==> config.mk <==
export PLATFORM = sky130hd
export DESIGN_NAME = debounce_keys_multi
export DESIGN_NICKNAME = d
export VERILOG_FILES = /design/src/rtl/debounce_keys_multi.sv
export SDC_FILE = /design/constraint.sdc
export NUM_CORES = 1
export LEC_CHECK = 0
export ABC_AREA = 1
export CAP_MARGIN = 30
export CORE_ASPECT_RATIO = 0.7
export CORE_MARGIN = 5
export CORE_UTILIZATION = 35
export CTS_CLUSTER_DIAMETER = 60
export DETAILED_ROUTE_END_ITERATION = 8
export PLACE_DENSITY = 0.54
export REMOVE_ABC_BUFFERS = 1
export SKIP_LAST_GASP = 1
export SYNTH_ARGS = -nofsm -noshare
export SYNTH_HDL_FRONTEND = slang
export SYNTH_SLANG_ARGS = --single-unit
==> constraint.sdc <==
create_clock -name clk -period 2.05 [get_ports clk]
set_input_delay 0.5125 -clock clk [delete_from_list [all_inputs] [get_ports clk]]
set_output_delay 0.5125 -clock clk [all_outputs]
set_load 0.1 [all_outputs]
==> src/rtl/debounce_keys_multi.sv <==
// ---------------------------------------------------------------------------
// debounce_keys_multi
//
// Purpose:
//   Debounces N independent push-button channels and produces key events.
//   Each channel passes the raw asynchronous key through a 2-flop
//   synchroniser and normalises its polarity so that 1 means pressed. It
//   then filters the result to a stable level. On top of that level it
//   generates one-cycle press and release pulses, a long-press pulse and
//   optional auto-repeat pulses.
//
// Ports:
//   clk           in   1       system clock
//   rst_n         in   1       asynchronous active-low reset
//   key           in   N_KEYS  raw asynchronous key inputs, bit i = channel i
//   key_level     out  N_KEYS  debounced level, 1 = pressed
//   press_pulse   out  N_KEYS  1-cycle pulse on debounced press
//   release_pulse out  N_KEYS  1-cycle pulse on debounced release
//   long_pulse    out  N_KEYS  1-cycle pulse once held LONG_CYC cycles
//   repeat_pulse  out  N_KEYS  1-cycle pulse every REPEAT_CYC cycles after long
//   any_press     out  1       OR of press_pulse
// ---------------------------------------------------------------------------
module debounce_keys_multi #(
    parameter int N_KEYS       = 4,
    parameter int DEBOUNCE_CYC = 1500000,
    parameter int ACTIVE_LOW   = 0,
    parameter int LONG_CYC     = 100000000,
    parameter int REPEAT_EN    = 1,
    parameter int REPEAT_CYC   = 20000000
) (
    input  logic              clk,
    input  logic              rst_n,
    input  logic [N_KEYS-1:0] key,
    output logic [N_KEYS-1:0] key_level,
    output logic [N_KEYS-1:0] press_pulse,
    output logic [N_KEYS-1:0] release_pulse,
    output logic [N_KEYS-1:0] long_pulse,
    output logic [N_KEYS-1:0] repeat_pulse,
    output logic              any_press
);

    localparam int FILT_W   = $clog2(DEBOUNCE_CYC + 1);
    localparam int HOLD_MAX = (LONG_CYC > REPEAT_CYC) ? LONG_CYC : REPEAT_CYC;
    localparam int HOLD_W   = $clog2(HOLD_MAX + 1);

    localparam logic [FILT_W-1:0] FILT_LAST   = FILT_W'(DEBOUNCE_CYC - 1);
    localparam logic [FILT_W-1:0] FILT_ONE    = FILT_W'(1);
    localparam logic [HOLD_W-1:0] LONG_LAST   = HOLD_W'(LONG_CYC - 1);
    localparam logic [HOLD_W-1:0] REPEAT_LAST = HOLD_W'(REPEAT_CYC - 1);
    localparam logic [HOLD_W-1:0] HOLD_ONE    = HOLD_W'(1);

    // Raw value a released key presents; the synchroniser resets to it so
    // that leaving reset never looks like a key edge.
    localparam logic RAW_RELEASED = (ACTIVE_LOW != 0);

    typedef enum logic [1:0] {
        HOLD_IDLE,
        HOLD_HELD,
        HOLD_REPEAT,
        HOLD_PARKED
    } hold_state_t;

    for (genvar i = 0; i < N_KEYS; i++) begin : g_chan
        logic              sync1_q, sync1_d;
        logic              sync2_q, sync2_d;
        logic              s;
        logic              level_q, level_d;
        logic [FILT_W-1:0] filt_cnt_q, filt_cnt_d;
        logic              press_q, press_d;
        logic              release_q, release_d;
        logic              long_q, long_d;
        logic              repeat_q, repeat_d;
        hold_state_t       state_q, state_d;
        logic [HOLD_W-1:0] hold_cnt_q, hold_cnt_d;

        // Synchroniser chain; s is the polarity-normalised sample.
        always_comb begin
            sync1_d = key[i];
            sync2_d = sync1_q;
            s       = sync2_q ^ RAW_RELEASED;
        end

        // Level filter: a new level is accepted only after it has been seen
        // for DEBOUNCE_CYC consecutive cycles. Seeing the current level
        // again throws the partial count away.
        always_comb begin
            level_d    = level_q;
            filt_cnt_d = filt_cnt_q;
            press_d    = 1'b0;
            release_d  = 1'b0;
            if (s == level_q) begin
                filt_cnt_d = '0;
            end else if (filt_cnt_q == FILT_LAST) begin
                level_d    = s;
                filt_cnt_d = '0;
                press_d    = s;
                release_d  = ~s;
            end else begin
                filt_cnt_d = filt_cnt_q + FILT_ONE;
            end
        end

        // Hold-time FSM. It uses the filter's press/release decisions of
        // this same cycle, so a release aborts any count on the very edge
        // where key_level drops. A release therefore beats a long or repeat
        // pulse that would otherwise fall on the same edge.
        always_comb begin
            state_d    = state_q;
            hold_cnt_d = hold_cnt_q;
            long_d     = 1'b0;
            repeat_d   = 1'b0;
            if (release_d) begin
                state_d    = HOLD_IDLE;
                hold_cnt_d = '0;
            end else if (press_d) begin
                state_d    = HOLD_HELD;
                hold_cnt_d = '0;
            end else begin
                case (state_q)
                    HOLD_IDLE: begin
                        hold_cnt_d = '0;
                    end
                    HOLD_HELD: begin
                        if (hold_cnt_q == LONG_LAST) begin
                            long_d     = 1'b1;
                            hold_cnt_d = '0;
                            state_d    = (REPEAT_EN != 0) ? HOLD_REPEAT : HOLD_PARKED;
                        end else begin
                            hold_cnt_d = hold_cnt_q + HOLD_ONE;
                        end
                    end
                    HOLD_REPEAT: begin
                        if (hold_cnt_q == REPEAT_LAST) begin
                            repeat_d   = 1'b1;
                            hold_cnt_d = '0;
                        end else begin
                            hold_cnt_d = hold_cnt_q + HOLD_ONE;
                        end
                    end
                    HOLD_PARKED: begin
                        hold_cnt_d = '0;
                    end
                    default: begin
                        state_d    = HOLD_IDLE;
                        hold_cnt_d = '0;
                    end
                endcase
            end
        end

        // All per-channel state. Reset drops every count and pulse at once.
        always_ff @(posedge clk or negedge rst_n) begin
            if (!rst_n) begin
                sync1_q    <= RAW_RELEASED;
                sync2_q    <= RAW_RELEASED;
                level_q    <= 1'b0;
                filt_cnt_q <= '0;
                press_q    <= 1'b0;
                release_q  <= 1'b0;
                long_q     <= 1'b0;
                repeat_q   <= 1'b0;
                state_q    <= HOLD_IDLE;
                hold_cnt_q <= '0;
            end else begin
                sync1_q    <= sync1_d;
                sync2_q    <= sync2_d;
                level_q    <= level_d;
                filt_cnt_q <= filt_cnt_d;
                press_q    <= press_d;
                release_q  <= release_d;
                long_q     <= long_d;
                repeat_q   <= repeat_d;
                state_q    <= state_d;
                hold_cnt_q <= hold_cnt_d;
            end
        end

        assign key_level[i]     = level_q;
        assign press_pulse[i]   = press_q;
        assign release_pulse[i] = release_q;
        assign long_pulse[i]    = long_q;
        assign repeat_pulse[i]  = repeat_q;
    end

    assign any_press = |press_pulse;

endmodule
Word level (Yosys, flattened, before mapping). Index checks and enable logic that the tools add are counted.

Flip-flop bits (word level): 228. Output and inout bits: 21. Input bits: 6. Word-level logic and storage cells: 201.

Mux-type cells: 92. Equal/unequal tests: 28. Bitwise operators: 8. Reduce and logical (&&, ||, !) cells: 25. $add $sub $neg: 8.

Operator list (number): two-way mux 27 bit (16); one-hot mux 27 bit (3 select lines) (4); two-way mux 21 bit (8); adder 27 x 1 -> 27 bit, second input constant (4); == test 27 x 25 -> 1 bit, second input constant (4); == test 27 bit, second input constant (4); adder 21 x 1 -> 21 bit, second input constant (4); == test 21 bit, second input constant (4); two-way mux 1 bit (48); two-way mux 2 bit (16); nonzero test 3 bit (8); == test 2 bit, second input constant (8); AND reduction 2 bit (8); == test 2 x 1 -> 1 bit, second input constant (4); logical NOT 2 bit (4); inverter 1 bit (8); OR reduction 2 bit (4); == test 1 bit (4); OR reduction 4 bit (1).

Longest topological paths before layout.
Depth in word-level cells: 5. Mapped depth: 12. Mapped depth without buffers: 10.

Least setup slack after synthesis. OpenSTA, ideal clock, no wires.

Path kind: register to output. Start: register g_chan[1].press_q. End: output port any_press. Data arrival time: 1.312 ns. Path slack: 0.226 ns. Buffers on the path: 0. Required time: 1.537 ns. Cell stages (with the launch flop): 2. Cells stage by stage: dfrtp_1 or4_1.

Word-level cells in the longest chain between the ends: 1.

RTL lines: from (decl) (line 69) `logic press_q, press_d;`; from (signal assigned) (line 169) `press_q <= press_d;`; OR reduction 4 bit (line 185) `assign any_press = |press_pulse;`; to (decl) (line 39) `output logic any_press`.

Every way passes these cells.

Final worst setup path.
Start: register g_chan[3].press_q. End: output port any_press.

Word-level cells in the longest chain between the ends: 1.

RTL lines (line): from (decl) (69); from (signal assigned) (169); OR reduction 4 bit (185).

Every way passes these cells.

==> metrics.yaml <==
outcome:
  status: "finished with violations"
  violations: "negative setup slack"
placed_design:
  portBuffers: 26
  hpwlAfterDp_um: 22430
  place.gp.congestion: 0.8952
  dp.cells: 2197
sta:
  worstMarginPinSlew_ns: 0.5341
  slew_headroom_pct: 64.12
  timing.final.ws_setup_ns: -0.1004
  hold_slack_ns: 0.3504
  fmax_mhz: 465.0
  finalCritPeriodShare_pct: 104.9
  fin_crit_ns: 2.150
  setup_violations: 1
  final_max_slew_viol_count: 0
  rsz0062_at_grt: "true"
  clock_skew_ns: 0.009293
  final.setup.tns_ns: -0.1004
  finalHoldViolCount: 0
route:
  wl_per_cell_um: 13.35
  vias: 10771
  routed_wl_um: 29980
  drc: 0
  drt_iter0_markers: 850
  drt-pass1-iter-count: 6
  ant_nets: 0
  vias_per_cell: 4.796
cts:
  cts_tree: "built"
  clk_pin_slew_ns: 0.06
  htree_num_levels: 1
  clock-root-buffer: "clkbuf_16"
  clock_path_buffers: 3
  clock_latency_ns: 0.53
  cts_buffers: 25
  cts_sinks: 228
die:
  rows: 58
  start_util_pct: 35.58
  die_y_um: 170.1
  dieArea_mm2: 0.04058
  die_w_um: 238.6
  coreArea_mm2: 0.03599
  pin_count: 27
global_route:
  antenna_found_initial: 0
  grtUsageTotal_pct: 14.95
  grt_max_degree: 49
  grt-ovfl-total: 0
  grt_pass1_vias: 10333
  grt_pass1_wl_um: 51750
finish:
  layout.nets: 1761
  finalNonFillerCells: 2246
  final_common_cell: "nor2_1"
  layout-area-overhead-vs-synth_pct: 13.99
  drive_above_1_share_pct: 10.42
  layout_common_cells: "nor2_1 (349), nand2_1 (331), dfrtp_1 (228)"
  antennaDiodeCount: 0
  final_util_pct: 40.56
hold_path:
  hold_start: "g_chan[3].sync1_q"
  hold_end: "g_chan[3].s"
  hp-class: "flop to flop"
  hold_depth: 0
synth:
  synthFlopType: "dfrtp_1"
  synthArstFlopShare_pct: 100.0
  synth_area_mm2: 0.01281
  syn_inst: 1694
  ys_warn_count: 0
  synth_edf_count: 0
  synth_area_leaders: "dfrtp_1 (45%), nor2_1 (10%), nand2_1 (9.7%), inv_1 (5.7%), xor2_1 (5.0%)"
  syn_area_per_cell_um2: 7.561
  yosysUniqueCellTypes: 41
  synth-seq-cells: 228
  synth.yosys.seq_area_share_pct: 44.54
  synth_top_cell_area_share_pct: 44.54
  yosysTopAreaCell: "dfrtp_1"
critical_path:
  r2r-start: "g_chan[1].filt_cnt_q[0]"
  criticalPathCategory: "flop to primary output"
  cp-start-kind: "flop"
  r2r_cells: 11
  cp_data_arrival_time_ns: 1.64
  cp_max_fo: 2
  endpoint_kind: "primary output"
  rrSetupSlack_ns: 0.21
  r2r_end: "g_chan[1].hold_cnt_q[26]"
  required_ns: 1.54
power:
  p_leak_nw: 5.989
  ir_worst_vdd_mv: 0.5278
  power_density_mw_per_mm2: 631.9
job:
  maxCapViolations: 0
-- area by class of cell --
class / count / area, um2
Timing Repair Buffer: 59 / 638.1
Multi-Input combinational cell: 1228 / 6066
Sequential cell: 228 / 5705
Clock inverter: 7 / 70.07
Fill cell: 3746 / 21390
Clock buffer: 39 / 748.2
Tap cell: 480 / 600.6
Inverter: 205 / 772.0
-- stage by stage --
step / total power, mW / area, um2 / worst slack [ns]
after floorplan: 4.691 / 12530 / -0.2673
after global placement: 4.853 / 13740 / 0.2407
after detailed placement: 4.856 / 13740 / 0.1994
after CTS: 9.424 / 14580 / -0.1536
after global routing: 9.635 / 14600 / -0.1580
final: 9.226 / 14600 / -0.1004
-- sequential cells by signal, summed over array words and instances, names as in the netlist --
signal	cells
g_chan.repeat_q	4
g_chan.release_q	4
g_chan.long_q	4
g_chan.sync1_q	4
g_chan.s	4
g_chan.level_q	4
g_chan.press_q	4
g_chan.filt_cnt_q	84
g_chan.state_q	8
g_chan.hold_cnt_q	108
-- synthesized netlist by cell type (2+ instances only) --
master	instances
nor2_1	350
nand2_1	331
dfrtp_1	228
inv_1	196
nand3_1	99
nor3_1	99
xor2_1	73
nand4_1	70
nor2_2	48
a21oi_1	36
o21ai_0	29
buf_4	20
xnor2_1	17
nor3b_1	15
ha_1	8
inv_2	8
nor3_2	8
nand2_2	7
buf_6	6
buf_2	5
nand2_4	5
nor2_4	5
o21bai_1	4
o22ai_1	3
or2_2	3
a31oi_1	2
buf_12	2
nand3b_1	2
nor4_1	2
o21ai_1	2
-- worst max-delay path, stage by stage (launching register included) --
cell and delay (ns):
dfrtp_1 0.38, or4_4 0.55, buf_12 0.18
-- kinds of logic after synthesis --
group / Yosys count / share of synthesized area (%)
AOI/OAI and AO/OA: 80 / 3.360
and+or+nand+nor: 1050 / 36.92
xor gates and xnor gates: 90 / 6.154
buffers and inverters: 238 / 8.235
DFF: 228 / 44.54
adders and majority gates: 8 / 0.7815
-- how the worst max path moves through the flow --
stage,startpoint,end,slack [ns],cells after the start
after global routing,g_chan[3].press_q,any_press,-0.16,2
after global placement,g_chan[1].hold_cnt_q[0],g_chan[1].hold_cnt_q[17],0.24,11
final,g_chan[3].press_q,any_press,-0.10,2
after CTS,g_chan[1].press_q,any_press,-0.15,2
after detailed placement,g_chan[0].hold_cnt_q[0],g_chan[0].hold_cnt_q[14],0.20,10
after floorplan,g_chan[1].press_q,any_press,-0.27,1
-- layer usage --
| layer | GRT usage (%) | routed length [um] | up-vias | share of wire, % |
|---|---|---|---|---|
| met5 | 0 | 0 | - | 0 |
| met1 | 24.03 | 16210 | 5033 | 54 |
| li1 | - | - | 5502 | - |
| met2 | 21.41 | 11980 | 206 | 40 |
| met4 | 2.893 | 517 | 0 | 1.7 |
| met3 | 1.960 | 1270 | 30 | 4.2 |
-- power by group --
group	leakage, nW	total, mW	switching, mW	internal [mW]
Sequential	3.16	4.55	0.0217	4.53
Clock	0.407	4.46	1.82	2.64
Combinational	2.42	0.216	0.152	0.0641
-- what timing repair did --
| action | in CTS | in global routing |
|---|---|---|
| hold buffers | 1 | 0 |
| setup buffers | 1 | 1 |
| resized for setup | 1 | 3 |
| pin swaps | 1 | 1 |
| endpoints found under the hold margin | 42 | 0 |
| endpoints found under the setup margin | 1 | 15 |
Note: power is estimated with default switching activity, not from simulation.
